`src/rtl/llc_request_arbiter_if.sv`:
```
// ----------------------------------------------------------------------------
// llc_request_arbiter_if
// Handshake bundle between the two LLC requesters, the request arbiter and
// the cache command port.
//
// Signals:
//   cpu_req/cpu_cmd/cpu_addr -> CPU/trace request, held until cpu_ack
//   cpu_ack                  <- one-cycle accept pulse for the CPU side
//   snp_req/snp_cmd/snp_addr -> snoop request, held until snp_ack
//   snp_ack                  <- one-cycle accept pulse for the snoop side
//   llc_valid/cmd/addr       <- command presented to the cache
//   llc_ready                -> cache takes the command this cycle
//   llc_done                 -> cache finished the accepted command
//   err_illegal              <- pulse with the ack of a dropped request
//   busy                     <- arbiter is not idle
//
// Modports:
//   slave  : the arbiter itself
//   master : the environment (requesters and cache)
// ----------------------------------------------------------------------------
interface llc_request_arbiter_if #(
  parameter int CMD_W  = 4,
  parameter int ADDR_W = 32
);
  logic              cpu_req;
  logic [CMD_W-1:0]  cpu_cmd;
  logic [ADDR_W-1:0] cpu_addr;
  logic              cpu_ack;
  logic              snp_req;
  logic [CMD_W-1:0]  snp_cmd;
  logic [ADDR_W-1:0] snp_addr;
  logic              snp_ack;
  logic              llc_valid;
  logic [CMD_W-1:0]  llc_cmd;
  logic [ADDR_W-1:0] llc_addr;
  logic              llc_ready;
  logic              llc_done;
  logic              err_illegal;
  logic              busy;

  modport slave (
    input  cpu_req, cpu_cmd, cpu_addr,
    output cpu_ack,
    input  snp_req, snp_cmd, snp_addr,
    output snp_ack,
    output llc_valid, llc_cmd, llc_addr,
    input  llc_ready, llc_done,
    output err_illegal, busy
  );

  modport master (
    output cpu_req, cpu_cmd, cpu_addr,
    input  cpu_ack,
    output snp_req, snp_cmd, snp_addr,
    input  snp_ack,
    input  llc_valid, llc_cmd, llc_addr,
    output llc_ready, llc_done,
    input  err_illegal, busy
  );
endinterface

```
`src/rtl/llc_request_arbiter.sv`:
```
// ----------------------------------------------------------------------------
// llc_request_arbiter
// Shares the single command/address port of the last-level cache between a
// CPU/trace requester and a snoop requester. Only one transaction is ever
// outstanding. Snoops win arbitration, except that a waiting CPU request is
// forced through after STARVE_LIMIT consecutive snoop grants. Requests with
// an illegal command code are acknowledged, flagged on err_illegal and never
// forwarded to the cache.
//
// Ports:
//   clk   : clock, everything on the rising edge
//   rst_n : synchronous active-low reset
//   bus   : llc_request_arbiter_if.slave (requesters, cache port, status)
//
// All outputs are registered.
// ----------------------------------------------------------------------------
module llc_request_arbiter #(
  parameter int CMD_W        = 4,
  parameter int ADDR_W       = 32,
  parameter int STARVE_LIMIT = 4
) (
  input  logic                 clk,
  input  logic                 rst_n,
  llc_request_arbiter_if.slave bus
);

  typedef enum logic [1:0] {
    IDLE      = 2'd0,
    ISSUE     = 2'd1,
    WAIT_DONE = 2'd2,
    DROP      = 2'd3
  } state_t;

  localparam logic [3:0] LIMIT = 4'(STARVE_LIMIT);

  // CPU/trace legal codes: read, write, instruction read, CLEAR, PRINT.
  function automatic logic cpu_cmd_legal(input logic [CMD_W-1:0] cmd);
    logic legal;
    case (cmd)
      CMD_W'(0), CMD_W'(1), CMD_W'(2), CMD_W'(8), CMD_W'(9): legal = 1'b1;
      default:                                               legal = 1'b0;
    endcase
    return legal;
  endfunction

  // Snoop legal codes: invalidate, read, write, RdX.
  function automatic logic snp_cmd_legal(input logic [CMD_W-1:0] cmd);
    logic legal;
    case (cmd)
      CMD_W'(3), CMD_W'(4), CMD_W'(5), CMD_W'(6): legal = 1'b1;
      default:                                    legal = 1'b0;
    endcase
    return legal;
  endfunction

  state_t            state_r;
  state_t            state_nxt_s;

  logic              cpu_ack_r;
  logic              snp_ack_r;
  logic              llc_valid_r;
  logic [CMD_W-1:0]  llc_cmd_r;
  logic [ADDR_W-1:0] llc_addr_r;
  logic              err_r;
  logic              busy_r;
  logic [3:0]        starve_cnt_r;

  logic              cpu_ack_nxt_s;
  logic              snp_ack_nxt_s;
  logic              llc_valid_nxt_s;
  logic [CMD_W-1:0]  llc_cmd_nxt_s;
  logic [ADDR_W-1:0] llc_addr_nxt_s;
  logic              err_nxt_s;
  logic              busy_nxt_s;
  logic [3:0]        starve_nxt_s;

  logic              starve_hit_s;
  logic              pick_snp_s;
  logic              pick_cpu_s;
  logic              grant_s;
  logic              legal_s;
  logic [CMD_W-1:0]  sel_cmd_s;
  logic [ADDR_W-1:0] sel_addr_s;

  // Arbitration decode: who would win if the FSM is idle this cycle.
  always_comb begin
    starve_hit_s = bus.cpu_req && (starve_cnt_r >= LIMIT);
    pick_snp_s   = bus.snp_req && !starve_hit_s;
    pick_cpu_s   = bus.cpu_req && !pick_snp_s;
    grant_s      = pick_snp_s || pick_cpu_s;
    if (pick_snp_s) begin
      sel_cmd_s  = bus.snp_cmd;
      sel_addr_s = bus.snp_addr;
      legal_s    = snp_cmd_legal(bus.snp_cmd);
    end else begin
      sel_cmd_s  = bus.cpu_cmd;
      sel_addr_s = bus.cpu_addr;
      legal_s    = cpu_cmd_legal(bus.cpu_cmd);
    end
  end

  // Next-state logic of the transaction FSM.
  always_comb begin
    state_nxt_s = state_r;
    case (state_r)
      IDLE: begin
        if (grant_s) begin
          if (legal_s) begin
            state_nxt_s = ISSUE;
          end else begin
            state_nxt_s = DROP;
          end
        end else begin
          state_nxt_s = IDLE;
        end
      end
      ISSUE: begin
        // A cache that completes in the accept cycle skips WAIT_DONE.
        if (bus.llc_ready) begin
          if (bus.llc_done) begin
            state_nxt_s = IDLE;
          end else begin
            state_nxt_s = WAIT_DONE;
          end
        end else begin
          state_nxt_s = ISSUE;
        end
      end
      WAIT_DONE: begin
        if (bus.llc_done) begin
          state_nxt_s = IDLE;
        end else begin
          state_nxt_s = WAIT_DONE;
        end
      end
      DROP: begin
        // One cycle so the requester has retired its request before re-arbitration.
        state_nxt_s = IDLE;
      end
      default: begin
        state_nxt_s = IDLE;
      end
    endcase
  end

  // Output logic: next values of every registered output and the starvation counter.
  always_comb begin
    cpu_ack_nxt_s   = 1'b0;
    snp_ack_nxt_s   = 1'b0;
    err_nxt_s       = 1'b0;
    llc_valid_nxt_s = 1'b0;
    llc_cmd_nxt_s   = llc_cmd_r;
    llc_addr_nxt_s  = llc_addr_r;
    starve_nxt_s    = starve_cnt_r;
    busy_nxt_s      = (state_nxt_s != IDLE);
    case (state_r)
      IDLE: begin
        if (grant_s) begin
          cpu_ack_nxt_s   = pick_cpu_s;
          snp_ack_nxt_s   = pick_snp_s;
          err_nxt_s       = !legal_s;
          llc_valid_nxt_s = legal_s;
          if (legal_s) begin
            llc_cmd_nxt_s  = sel_cmd_s;
            llc_addr_nxt_s = sel_addr_s;
          end else begin
            llc_cmd_nxt_s  = llc_cmd_r;
            llc_addr_nxt_s = llc_addr_r;
          end
          // Count only snoop wins that make a CPU request wait; saturate at 15.
          if (pick_snp_s && bus.cpu_req) begin
            if (starve_cnt_r == 4'hF) begin
              starve_nxt_s = starve_cnt_r;
            end else begin
              starve_nxt_s = starve_cnt_r + 4'd1;
            end
          end else begin
            starve_nxt_s = 4'd0;
          end
        end else begin
          starve_nxt_s = starve_cnt_r;
        end
      end
      ISSUE: begin
        // Hold the command until the cache takes it.
        llc_valid_nxt_s = !bus.llc_ready;
      end
      WAIT_DONE: begin
        llc_valid_nxt_s = 1'b0;
      end
      DROP: begin
        llc_valid_nxt_s = 1'b0;
      end
      default: begin
        llc_valid_nxt_s = 1'b0;
      end
    endcase
  end

  // State, output and counter registers with synchronous active-low reset.
  always_ff @(posedge clk) begin
    if (!rst_n) begin
      state_r      <= IDLE;
      cpu_ack_r    <= 1'b0;
      snp_ack_r    <= 1'b0;
      llc_valid_r  <= 1'b0;
      llc_cmd_r    <= '0;
      llc_addr_r   <= '0;
      err_r        <= 1'b0;
      busy_r       <= 1'b0;
      starve_cnt_r <= 4'd0;
    end else begin
      state_r      <= state_nxt_s;
      cpu_ack_r    <= cpu_ack_nxt_s;
      snp_ack_r    <= snp_ack_nxt_s;
      llc_valid_r  <= llc_valid_nxt_s;
      llc_cmd_r    <= llc_cmd_nxt_s;
      llc_addr_r   <= llc_addr_nxt_s;
      err_r        <= err_nxt_s;
      busy_r       <= busy_nxt_s;
      starve_cnt_r <= starve_nxt_s;
    end
  end

  assign bus.cpu_ack     = cpu_ack_r;
  assign bus.snp_ack     = snp_ack_r;
  assign bus.llc_valid   = llc_valid_r;
  assign bus.llc_cmd     = llc_cmd_r;
  assign bus.llc_addr    = llc_addr_r;
  assign bus.err_illegal = err_r;
  assign bus.busy        = busy_r;

endmodule

```
`src/flat_wrapper.sv`:
```
// flat-port wrapper written by rule: the top's interface ports become plain ports
module llc_request_arbiter_flat 
#(
  parameter int CMD_W        = 4,
  parameter int ADDR_W       = 32,
  parameter int STARVE_LIMIT = 4
)
  (clk, rst_n, bus_cpu_req, bus_cpu_cmd, bus_cpu_addr, bus_cpu_ack, bus_snp_req, bus_snp_cmd, bus_snp_addr, bus_snp_ack, bus_llc_valid, bus_llc_cmd, bus_llc_addr, bus_llc_ready, bus_llc_done, bus_err_illegal, bus_busy);
  llc_request_arbiter_if #(.CMD_W(CMD_W), .ADDR_W(ADDR_W)) bus_i ();
  input  logic clk;
  input  logic rst_n;
  input wire logic [$bits(bus_i.cpu_req)-1:0] bus_cpu_req;
  input wire logic [$bits(bus_i.cpu_cmd)-1:0] bus_cpu_cmd;
  input wire logic [$bits(bus_i.cpu_addr)-1:0] bus_cpu_addr;
  output wire logic [$bits(bus_i.cpu_ack)-1:0] bus_cpu_ack;
  input wire logic [$bits(bus_i.snp_req)-1:0] bus_snp_req;
  input wire logic [$bits(bus_i.snp_cmd)-1:0] bus_snp_cmd;
  input wire logic [$bits(bus_i.snp_addr)-1:0] bus_snp_addr;
  output wire logic [$bits(bus_i.snp_ack)-1:0] bus_snp_ack;
  output wire logic [$bits(bus_i.llc_valid)-1:0] bus_llc_valid;
  output wire logic [$bits(bus_i.llc_cmd)-1:0] bus_llc_cmd;
  output wire logic [$bits(bus_i.llc_addr)-1:0] bus_llc_addr;
  input wire logic [$bits(bus_i.llc_ready)-1:0] bus_llc_ready;
  input wire logic [$bits(bus_i.llc_done)-1:0] bus_llc_done;
  output wire logic [$bits(bus_i.err_illegal)-1:0] bus_err_illegal;
  output wire logic [$bits(bus_i.busy)-1:0] bus_busy;
  assign bus_i.cpu_req = bus_cpu_req;
  assign bus_i.cpu_cmd = bus_cpu_cmd;
  assign bus_i.cpu_addr = bus_cpu_addr;
  assign bus_cpu_ack = bus_i.cpu_ack;
  assign bus_i.snp_req = bus_snp_req;
  assign bus_i.snp_cmd = bus_snp_cmd;
  assign bus_i.snp_addr = bus_snp_addr;
  assign bus_snp_ack = bus_i.snp_ack;
  assign bus_llc_valid = bus_i.llc_valid;
  assign bus_llc_cmd = bus_i.llc_cmd;
  assign bus_llc_addr = bus_i.llc_addr;
  assign bus_i.llc_ready = bus_llc_ready;
  assign bus_i.llc_done = bus_llc_done;
  assign bus_err_illegal = bus_i.err_illegal;
  assign bus_busy = bus_i.busy;
  llc_request_arbiter #(.CMD_W(CMD_W), .ADDR_W(ADDR_W), .STARVE_LIMIT(STARVE_LIMIT)) u_core (.clk(clk), .rst_n(rst_n), .bus(bus_i));
endmodule
```
`config.mk`:
```
export PLATFORM = sky130hd
export DESIGN_NAME = llc_request_arbiter_flat
export DESIGN_NICKNAME = d
export VERILOG_FILES = /design/src/rtl/llc_request_arbiter_if.sv /design/src/rtl/llc_request_arbiter.sv /design/src/flat_wrapper.sv
export SDC_FILE = /design/constraint.sdc
export NUM_CORES = 1
export LEC_CHECK = 0
export CAP_MARGIN = 15
export CORE_ASPECT_RATIO = 1.4
export CORE_UTILIZATION = 42
export DETAILED_ROUTE_END_ITERATION = 6
export HOLD_SLACK_MARGIN = 0.08
export MAX_ROUTING_LAYER = met4
export PLACE_DENSITY_LB_ADDON = 0.2
export SLEW_MARGIN = 15
export SYNTH_ARGS = -nofsm -noshare
export SYNTH_HDL_FRONTEND = slang
export SYNTH_SLANG_ARGS = --single-unit
```
`constraint.sdc`:
```
create_clock -name clk -period 3 [get_ports clk]
set_input_delay 0.6 -clock clk [delete_from_list [all_inputs] [get_ports clk]]
set_output_delay 0.6 -clock clk [all_outputs]
set_load 0.02 [all_outputs]
```
==> results.py <==
metrics = {
    "run_status": {
        "status": "completed",
    },
    "synth": {
        "synth_cell_types": 31,
        "ys_ff_latch": 47,
        "yosysTopAreaCellShare": 0.415,
        "synth.avg_cell_area_sq_um": 8.79,
        "synthesis.area_sq_um": 2270,
        "synth_xor_area_frac": 0,
        "syn_nets": 337,
        "synth_mux_area_frac": 0,
        "ys_top_cells_by_area": "dfxtp_1, a311oi_2, nand2_1",
        "yosys.area.top_type": "dfxtp_1",
        "ys_warn_count": 0,
        "synth_compound_area_frac": 0.293,
        "synthSimpleGateAreaFrac": 0.227,
        "synth.yosys.seq_area_share": 0.415,
        "yosys.area_share.adder": 0.00552,
        "synthCells": 258,
        "synth_top_family_by_area": "compound AO/OA/AOI/OAI gates",
    },
    "cts": {
        "cts_tree": "done",
        "ctsHoldBuffers": 0,
        "cts_max_level": 2,
        "cts_inserted_buffers": 5,
        "clk_pin_slew_ps": 80,
        "clkSinkCount": 47,
        "ctsResizeCount": 0,
        "clockBufferDepth": 2,
        "root_buffer": "clkbuf_8",
        "post_cts_buffers": 0,
        "insertion_delay_ps": 290,
    },
    "timing": {
        "min_period_over_period": 0.763,
        "final-hold-violation-count": 0,
        "relSlewSlack": 0.611,
        "timing.hold.ws_ps": 463,
        "final_max_slew_viol_count": 0,
        "rsz0062_at_grt": "no",
        "fin_skew_ps": 4.49,
        "finalSetupViolations": 0,
        "fin_tns_setup_ps": 0,
        "max_freq_ghz": 0.437,
        "worstMarginPinSlew_ps": 580,
        "finalCriticalPeriod_ps": 2290,
    },
    "layout": {
        "nNetsFinal": 449,
        "area_delta_synth_final_pct": 58.1,
        "drive_above_1_share": 0.135,
        "final_area_sq_um": 3590,
        "n_antenna_cell": 0,
    },
    "global_routing": {
        "gr-usage-all-layers": 0.215,
        "grt_overflow": 0,
        "grt_use_met3": 0.0485,
        "grt_pass1_wl_mm": 9.26,
        "grt_use_met2": 0.380,
        "top_usage_layer": "met2",
        "grt_pass1_vias": 2053,
        "grt_max_degree": 57,
        "use_met1": 0.237,
        "antenna_found_initial": 0,
    },
    "die": {
        "fp.dieH_microns": 89.0,
        "start_util": 0.436,
        "core_region_area_sq_um": 5200,
        "rows": 31,
        "boundaryPins": 119,
        "dieArea_sq_um": 5700,
        "dieWidth_microns": 64.1,
    },
    "critical_path": {
        "arrival_ps": 2500,
        "rrSetupSlack_ps": 1250,
        "path_cells": "clkdlybuf4s50_1 > o21ai_2 > a211o_1 > a21oi_4 > buf_12 > nor2_1 > a311oi_2",
        "rr_worst_depth": 6,
        "cp-startpoint": "bus_cpu_req",
        "crit_required_ps": 3210,
        "r2r-end": "u_core.bus.llc_addr[17]",
        "path_class": "in -> reg",
        "cp_slowest_cell": "clkdlybuf4s50_1",
        "critical-path-max-stage-delay_ps": 580,
        "cp-end-kind": "flop",
        "cp-start-kind": "primary input",
        "crit_fanout": 56,
        "reg2reg_from": "u_core.starve_cnt_r[2]",
    },
    "power": {
        "vdd_drop_max_mv": 0.289,
        "leakagePower_nw": 1.28,
        "powerDensity_nw_per_um2": 445,
    },
    "drt": {
        "route.detailed.drc": 0,
        "drt-initial-drc-count": 116,
        "vias_per_cell": 5.19,
        "wl_per_cell_microns": 13.7,
        "wirelength_mm": 5.99,
        "drt.antenna.violating_nets": 0,
        "first_pass_iters": 4,
        "vias": 2262,
    },
    "place": {
        "dpl_cell_area_sq_um": 3500,
        "gp_congestion": 0.740,
        "dp_hpwl_mm": 4.32,
        "io_buffers": 118,
    },
    "job": {
        "drv_cap": 0,
    },
    "hold_path": {
        "hold_path_startpoint": "u_core.starve_cnt_r[1]",
        "min_to": "u_core.starve_cnt_r[1]",
        "hold_class": "reg -> reg",
        "min_path_cells": 2,
    },
}
==> synthesized netlist by cell type (all sizes together) <==
cell type  number
and3b           1
and2            1
o31a            1
a211o           1
and3            1
nand3b          1
nand4           2
nand2          76
o2111ai         1
nand3           1
a311oi         35
nor3            1
a21boi          1
o21ai           6
a21oi           5
nor4            1
clkbuf         10
o41a            1
inv             5
a2bb2oi         1
dfxtp          47
nor2           46
ha              1
o21a            3
buf             9
==> cell families (layout without fill, tap and decap cells) <==
family | Yosys count | after routing
adder cells (fa/ha/maj) | 1 | 1
flip-flops | 47 | 47
AND/OR/NAND/NOR | 131 | 131
buffers and inverters | 24 | 136
AO/OA/AOI/OAI | 55 | 55
==> per-layer routing <==
layer	share of wire	vias up	wire length [microns]
met4	0.027	0	161
li1	-	1124	-
met5	0	-	0
met2	0.51	79	3080
met3	0.055	14	330
met1	0.40	1045	2420
==> where the power goes <==
group / total [W] / internal, W / switching [W]
clock: 0.000388 / 0.000181 / 0.000207
sequential: 0.000704 / 0.000678 / 0.0000264
combinational: 0.000504 / 0.000259 / 0.000245
total: 0.00160 / 0.00112 / 0.000478
==> sequential cells by signal (all words and copies together) (netlist names) <==
signal and flops:
u_core.bus.snp_ack 1, u_core.bus.llc_valid 1, u_core.bus.cpu_ack 1, u_core.bus.err_illegal 1, u_core.state_r 2, u_core.starve_cnt_r 4, u_core.bus.llc_cmd 4, u_core.bus.busy 1
u_core.bus.llc_addr 32
==> metrics by stage <==
step	instances	power, W	worst slack (ps)	utilization
2_1_floorplan	258	0.000989	1130	-
3_3_place_gp	429	0.00122	478	0.673
3_5_place_dp	429	0.00123	399	0.673
4_1_cts	436	0.00161	710	0.690
5_1_grt	436	0.00168	610	0.690
6_report	436	0.00160	711	0.690
==> placed cells by master, fill, tap and decap left out, drive strengths merged <==
master / instances
clkdlybuf4s50: 118
nand2: 76
dfxtp: 47
nor2: 46
a311oi: 35
clkbuf: 6
o21ai: 6
buf: 6
inv: 5
a21oi: 5
o21a: 3
nand4: 2
and2: 1
a21boi: 1
and3b: 1
o2111ai: 1
a211o: 1
nand3: 1
nand3b: 1
nor4: 1
and3: 1
nor3: 1
o31a: 1
o41a: 1
a2bb2oi: 1
ha: 1
clkinv: 1
==> worst max-delay path, delay by kind of cell <==
kind | cells | cell delay (ps)
AO/OA/AOI/OAI | 4 | 920
AND/OR/NAND/NOR | 1 | 90
buffers and inverters | 2 | 880
==> cell type report <==
cell class | count | area [sq um]
Sequential cell | 47 | 941
Multi-Input combinational cell | 187 | 1190
Timing Repair Buffer | 124 | 1260
Fill cell | 446 | 1610
Inverter | 5 | 18.8
Clock inverter | 1 | 5.00
Clock buffer | 6 | 82.6
Tap cell | 66 | 82.6
==> worst max path at each step <==
stage / to / slack (ps) / depth (start not counted)
floorplan: u_core.bus.llc_addr[10] / 1130 / 6
CTS: u_core.bus.llc_addr[17] / 710 / 7
detailed placement: u_core.bus.llc_addr[17] / 400 / 7
global placement: u_core.bus.llc_addr[15] / 480 / 7
finish: u_core.bus.llc_addr[17] / 710 / 7
global route: u_core.bus.llc_addr[17] / 610 / 7
(Power assumes the default switching activity.)
